**src/rtl/store_align_unit_pkg.sv**
```systemverilog
// store_align_unit_pkg: store-mode encodings, FSM states and lane-mask helper.
package store_align_unit_pkg;
    localparam logic [1:0] ST_NOSTORE = 2'd0;
    localparam logic [1:0] ST_SB      = 2'd1;
    localparam logic [1:0] ST_SH      = 2'd2;
    localparam logic [1:0] ST_SW      = 2'd3;

    typedef enum logic [1:0] {IDLE, BEAT0, BEAT1} state_t;

    function automatic logic [3:0] lane_mask(input logic [1:0] t);
        return t == ST_SW ? 4'b1111 : t == ST_SH ? 4'b0011 : t == ST_SB ? 4'b0001 : 4'b0000;
    endfunction
endpackage

```
**src/rtl/store_align_unit_lane_shift.sv**
```systemverilog
// store_align_unit_lane_shift: places store data and lane mask across a two-word window.
module store_align_unit_lane_shift
    import store_align_unit_pkg::*;
(
    input  logic [1:0]  store_type,
    input  logic [1:0]  off,
    input  logic [31:0] wd,
    output logic [63:0] d64,
    output logic [7:0]  m8
);
    logic [3:0]  mask;
    logic [31:0] wdm;
    always_comb begin
        mask = lane_mask(store_type);
        wdm  = wd & {{8{mask[3]}}, {8{mask[2]}}, {8{mask[1]}}, {8{mask[0]}}};
        d64  = {32'h0, wdm} << {off, 3'b000};
        m8   = {4'h0, mask} << off;
    end
endmodule

```
**src/rtl/store_align_unit.sv**
```systemverilog
// store_align_unit: aligns SB/SH/SW stores into word writes, splitting word-crossing stores in two beats.
module store_align_unit
    import store_align_unit_pkg::*;
(
    input  logic        clk,
    input  logic        rst_n,
    input  logic        ReqValid,
    output logic        ReqReady,
    input  logic [1:0]  StoreType,
    input  logic [31:0] Addr,
    input  logic [31:0] WD,
    output logic        MemValid,
    input  logic        MemReady,
    output logic [29:0] MemAddr,
    output logic [3:0]  MemWE,
    output logic [31:0] MemWD,
    output logic [15:0] SplitCnt
);
    state_t      state, nxt;
    logic [63:0] d64;
    logic [7:0]  m8;
    logic        go, split_q;
    logic [29:0] hi_addr;
    logic [3:0]  hi_we;
    logic [31:0] hi_wd;

    store_align_unit_lane_shift u_shift (
        .store_type(StoreType),
        .off       (Addr[1:0]),
        .wd        (WD),
        .d64       (d64),
        .m8        (m8)
    );

    assign go = ReqValid && ReqReady && StoreType != ST_NOSTORE;

    always_comb begin
        nxt = state;
        case (state)
            IDLE:    if (go) nxt = BEAT0;
            BEAT0:   if (MemReady) nxt = split_q ? BEAT1 : IDLE;
            BEAT1:   if (MemReady) nxt = IDLE;
            default: nxt = IDLE;
        endcase
    end

    always_ff @(posedge clk or negedge rst_n) begin
        if (!rst_n) begin
            state    <= IDLE;
            ReqReady <= 1'b1;
            MemValid <= 1'b0;
        end else begin
            state    <= nxt;
            ReqReady <= nxt == IDLE;
            MemValid <= nxt != IDLE;
        end
    end

    // The upper half of the window is parked in hi_* until the first beat retires.
    always_ff @(posedge clk or negedge rst_n) begin
        if (!rst_n) begin
            MemAddr  <= '0;
            MemWE    <= '0;
            MemWD    <= '0;
            hi_addr  <= '0;
            hi_we    <= '0;
            hi_wd    <= '0;
            split_q  <= 1'b0;
            SplitCnt <= '0;
        end else if (go) begin
            MemAddr <= Addr[31:2];
            MemWE   <= m8[3:0];
            MemWD   <= d64[31:0];
            hi_addr <= Addr[31:2] + 30'd1;
            hi_we   <= m8[7:4];
            hi_wd   <= d64[63:32];
            split_q <= |m8[7:4];
        end else if (state == BEAT0 && MemReady && split_q) begin
            MemAddr  <= hi_addr;
            MemWE    <= hi_we;
            MemWD    <= hi_wd;
            SplitCnt <= SplitCnt + 16'd1;
        end else if (state != IDLE && MemReady) begin
            MemAddr <= '0;
            MemWE   <= '0;
            MemWD   <= '0;
        end
    end
endmodule

```
**config.mk**
```make
export PLATFORM = sky130hd
export DESIGN_NAME = store_align_unit
export DESIGN_NICKNAME = d
export VERILOG_FILES = /design/src/rtl/store_align_unit_pkg.sv /design/src/rtl/store_align_unit_lane_shift.sv /design/src/rtl/store_align_unit.sv
export SDC_FILE = /design/constraint.sdc
export NUM_CORES = 1
export LEC_CHECK = 0
export BUFFER_PORTS_ARGS = -buffer_cell sky130_fd_sc_hd__buf_2
export CORE_MARGIN = 3
export CORE_UTILIZATION = 40
export DETAILED_ROUTE_END_ITERATION = 7
export PLACE_DENSITY = 0.69
export SLEW_MARGIN = 20
export SYNTH_ARGS = -nofsm -noshare
export SYNTH_HDL_FRONTEND = slang
export SYNTH_HIERARCHICAL = 1
export SYNTH_SLANG_ARGS = --single-unit
```
**constraint.sdc**
```tcl
create_clock -name clk -period 3.95 [get_ports clk]
set_input_delay 0.79 -clock clk [delete_from_list [all_inputs] [get_ports clk]]
set_output_delay 0.79 -clock clk [all_outputs]
set_load 0.02 [all_outputs]
```
# Yosys cells after proc, flatten, opt, wreduce, memory -nomap -nowiden
# Cells that the tools add are included.
# Widths: inputs -> output; s select.
[op_classes] n_addsub=2 n_mul=0 n_div=0 magnitude_cmp=0 eq_ne=5 shifts=2 n_mux=17 bitwise_logic=2 n_reduce_logical=13
[op_table] operator="$mux 32" n=3
[op_table] operator="$mux 30" n=3
[op_table] operator="$shl 32x5->64" n=1
[op_table] operator="$and 32x32->32" n=1
[op_table] operator="$add 30x1->30 const B" n=1
[op_table] operator="$mux 4" n=5
[op_table] operator="$add 16x1->16 const B" n=1
[op_table] operator="$mux 2" n=4
[op_table] operator="$shl 4x2->8" n=1
[op_table] operator="$eq 2x2->1 const B" n=3
[op_table] operator="$pmux 2 s3" n=1
[op_table] operator="$reduce_bool 2->1" n=3
[op_table] operator="$logic_and 1x1->1" n=5
[op_table] operator="$eq 2x1->1 const B" n=2
[op_table] operator="$logic_not 2->1" n=2
[op_table] operator="$reduce_or 4->1" n=1
[op_table] operator="$reduce_bool 3->1" n=1
[op_table] operator="$reduce_and 2->1" n=1
[op_table] operator="$mux 1" n=1
[op_table] operator="$not 1->1" n=1
[word_totals] register_bits=153 latch_bits=0 mem_bits_rw=0 rom_bits=0 inputBits=70 elab_cells=52 n_memories=0

# Depth between registers and ports, before layout
[logic_depth] depth_word=7 mapped_depth=7 depth_no_buf=5

# Hierarchy
# The synthesis kept the hierarchy.
[by_module_without_submodules] mod="store_align_unit" n_inst=1 cells_each=703 area_per_inst_um2=6643.9 seq_area_each_um2=3829.9
[by_module_without_submodules] mod="store_align_unit_lane_shift" n_inst=1 cells_each=127 area_per_inst_um2=854.6 seq_area_each_um2=0.0

# Least setup slack after synthesis
# Ideal clock, no wire load.
[synth_path] path_kind="input -> register" startpoint="input Addr[2]" endpoint="register hi_addr[24]" setup_ns=0.082 arrival_time_ns=2.371 slack_ns=1.497 stages=5 n_path_buf=0 cell_sequence="ha_1 > nand4_4 > or4_4 > or4_1 > a31oi_1"
[synth_between] elab_chain_len=1
[synth_lines] item="start, declared" line_no="store_align_unit.sv:10" source="input logic [31:0] Addr,"
[synth_lines] item="$add 30x1->30" line_no="store_align_unit.sv:74" source="hi_addr <= Addr[31:2] + 30'd1;"
[synth_lines] item="end signal, assigned" line_no="store_align_unit.sv:74"
[synth_lines] item="end, declared" line_no="store_align_unit.sv:23" source="logic [29:0] hi_addr;"
# No other way between the ends.
# A chain may end at the register's enable or synchronous reset.

# Worst setup path in the final report
# Same ends and word-level chain as after synthesis.

==> results.cfg <==
[logic_synthesis]
synthDominantCellAreaShare = 0.5073
yosys_warn_count = 6
yosys-top-cells-area = sky130_fd_sc_hd__dfrtp_1 51%, sky130_fd_sc_hd__nand2_1 13%, sky130_fd_sc_hd__a22oi_1 7.4%
ys_top_cells_by_count = 268 x sky130_fd_sc_hd__nand2_1, 152 x sky130_fd_sc_hd__dfrtp_1, 74 x sky130_fd_sc_hd__a22oi_1, 42 x sky130_fd_sc_hd__nor2_1, 38 x sky130_fd_sc_hd__clkbuf_1
count_of_cell_types_in_the_netlist = 53
mapped_cells = 830
syn_area_um2 = 7498
synth_sequential_area_ratio = 0.5108
post-synth-top-area-cell = sky130_fd_sc_hd__dfrtp_1
synthMostInstantiatedCell = sky130_fd_sc_hd__nand2_1
synth-edff-count = 0
leading_register_cell_type_out_of_synthesis = sky130_fd_sc_hd__dfrtp_1
synth.ff_latch_count = 153
asyncSetResetFlopFracSynth = 1.000
synth.avg_cell_area_um2 = 9.034

[clock_network]
cts_root_buf = sky130_fd_sc_hd__clkbuf_16
cts.path.max_buffers = 2
number_of_buffers_created_by_cts = 17
htreeDepth = 4
postCtsSetupRepairBufs = 0
clock_latency_ns = 0.42
post_cts_hold_buffer_count = 0
ctsResizeCount = 0
clk_pin_slew_worst_paths_ns = 0.06
cts_tree = built
clock_sinks = 153

[routing]
drt_wirelength_um = 20280
drtAntennaViolNets = 0
residual_drc = 0
post_drt_via_cell_ratio = 5.420
drt_iter0_markers = 434
drt-wirelength-per-cell_um = 16.91
via_count = 6498
dr.pass1.iters = 5

[worst_setup_path]
cp-start-kind = input port
critical_path.reg2reg.endpoint = MemAddr[6]
req_time_crit_path_ns = 4.28
worst_r2r_path_depth = 5
kind_of_end_point_of_the_critical_path = register
timing.setup.critical_path_class = in2reg
cp_num_buf_inv = 1
reg2reg_setup_slack_ns = 1.96
critical_path_depth = 6
timing.critical_path.to = hi_addr[24]
critical_path.max_fanout = 14
worstSetupStartpoint = Addr[2]
worst_r2r_startpoint = state[1]
critical_path_slowest_stage_cell = sky130_fd_sc_hd__or4_4
critical_path.cell_chain = buf_2 -> ha_1 -> nand4_4 -> or4_4 -> or4_1 -> a31oi_1
timing.critical_path.slowest_cell_delay_ns = 0.64
crit_arrival_ns = 2.69
critical-path-top-delay-family = simple AND/OR/NAND/NOR gates

[grt]
grt_max_degree = 99
global_route.usage.total = 0.2000
grt_antenna_before_repair = 0
wire_length_of_the_first_global_routing_pass_um = 32540
via_count_of_the_first_global_routing_pass = 6242
grt-ovfl-total = 0

[timing]
timing.final.hold_violations = 0
setup-tns-final_ns = 0
max_fclk_mhz = 424.7
tightestPinTransition_ns = 0.9252
timing.final.crit_share = 0.5961
slew_headroom = 0.3832
timing_max_transition_violations_final = 0
grt_setup_unrepaired = false
fin_crit_ns = 2.355
final_critical_path_setup_slack_ns = 1.595
timing.final.setup_violations = 0
worst_clock_skew_ns = 0.006130

[die]
die-height_um = 142.9
fp.dieW_um = 142.9
rows = 49
design.die.area_um2 = 20420
starting_utilization_of_the_core_area = 0.4118
core_area_um2 = 18210
pin_count = 154

[layout]
final_net_count = 1029
fraction_of_final_layout_cells_with_drive_strength_greater_than_1 = 0.2144
final_cell_count_no_fill = 1199
fill_cells = 1725
layout-area-overhead-vs-synth_pct = 19.57
postLayoutCellArea_um2 = 8966
antenna_fix_cells = 0

[power]
leak_nw = 4.475
total_power_w = 0.005798
vdd.ir_drop.worst_mv = 0.3361
powerDensity_nw_per_um2 = 646.6

[place]
numPlacedInstances = 1167
placement.io_buffers = 153
placed_instance_area_um2 = 8377
place_ws_ns = 1.186
dp_hpwl_um = 13590
place_congestion = 0.8466

[status]
run_status = finished clean

[worst_hold_path]
hold_path.class = in2async

[job]
max_cap_viol_count = 0
metal layers:
| metal | vias up | GRT usage | share of wire | wire length, µm |
|---|---|---|---|---|
| met5 | - | 0 | 0 | 0 |
| met4 | 0 | 0.05853 | 0.017 | 345 |
| met3 | 24 | 0.05593 | 0.073 | 1476 |
| met2 | 234 | 0.3178 | 0.46 | 9342 |
| met1 | 3120 | 0.2687 | 0.45 | 9115 |
| li1 | 3120 | - | - | - |
cell families (layout without fill, tap and decap cells):
| kind of cell | count (synthesis) | after routing | share of synthesized area |
|---|---|---|---|
| compound gates | 164 | 164 | 0.1545 |
| other cells | 1 | 9 | 0.0005001 |
| simple gates | 400 | 400 | 0.2359 |
| buf+inv | 71 | 203 | 0.04739 |
| flops | 153 | 153 | 0.5108 |
| mux | 10 | 10 | 0.01368 |
| xor+xnor | 29 | 29 | 0.03387 |
| fa+ha+maj | 2 | 2 | 0.003337 |
cell type report:
cell class,instances,area [µm²],share of cell area
multi-input cells,614,3366,0.3754
clock buffers,19,442.9,0.04940
inverters,10,37.54,0.004186
flip-flops and latches,153,3830,0.4272
clock inverters,13,146.4,0.01633
well taps,229,286.5,0.03196
repair buffers,161,857.1,0.09559
power breakdown:
part | total (W) | internal [W] | leakage, nW | switching, W
combinational | 0.00177 | 0.000603 | 2.22 | 0.00117
clock | 0.00163 | 0.000954 | 0.284 | 0.000680
sequential | 0.00240 | 0.00208 | 1.97 | 0.000310
total | 0.00580 | 0.00364 | 4.48 | 0.00216
how the worst min path moves through the flow:
stage                  from      endpoint  slack, ns  cells after the start
2_1_floorplan    hi_addr[1]    hi_addr[1]       0.45                      2
3_3_place_gp   SplitCnt[15]  SplitCnt[15]       0.46                      1
3_5_place_dp      hi_wd[23]     hi_wd[23]       0.46                      2
4_1_cts        SplitCnt[15]  SplitCnt[15]       0.47                      1
5_1_grt        SplitCnt[15]  SplitCnt[15]       0.48                      1
6_report              rst_n  SplitCnt[15]       0.44                      1
flip-flops by register name (all words and copies together) (netlist names):
| name | count |
|---|---|
| hi_addr | 30 |
| split_q | 1 |
| ReqReady | 1 |
| SplitCnt | 16 |
| MemValid | 1 |
| MemWD | 32 |
| hi_we | 4 |
| hi_wd | 32 |
| MemAddr | 30 |
| state | 2 |
| MemWE | 4 |
cells in the final DEF, fill, tap and decap left out, drive strengths merged, types with 6 or more instances in the layout:
cell and instances:
a22oi 74, a31oi 13, a32oi 8, and2 17, buf 161, clkbuf 19
clkinv 7, conb 9, dfrtp 152, inv 12, mux2i 8, nand2 268
nand3 16, nand4 10, nor2 43, nor3 9, nor4 7, o21ai 31
o22ai 8, o2bb2ai 16, o31ai 6, or3 8, or4 8, xnor2 20
xor2 9
stage by stage:
step / util / hold WS, ns
finish: 0.4924 / 0.4403
global route: 0.4924 / 0.4815
CTS: 0.4924 / 0.4722
detailed placement: 0.4600 / 0.4636
global placement: 0.4600 / 0.4565
floorplan: - / 0.4466
No activity file was read; power rests on OpenSTA's default activity.
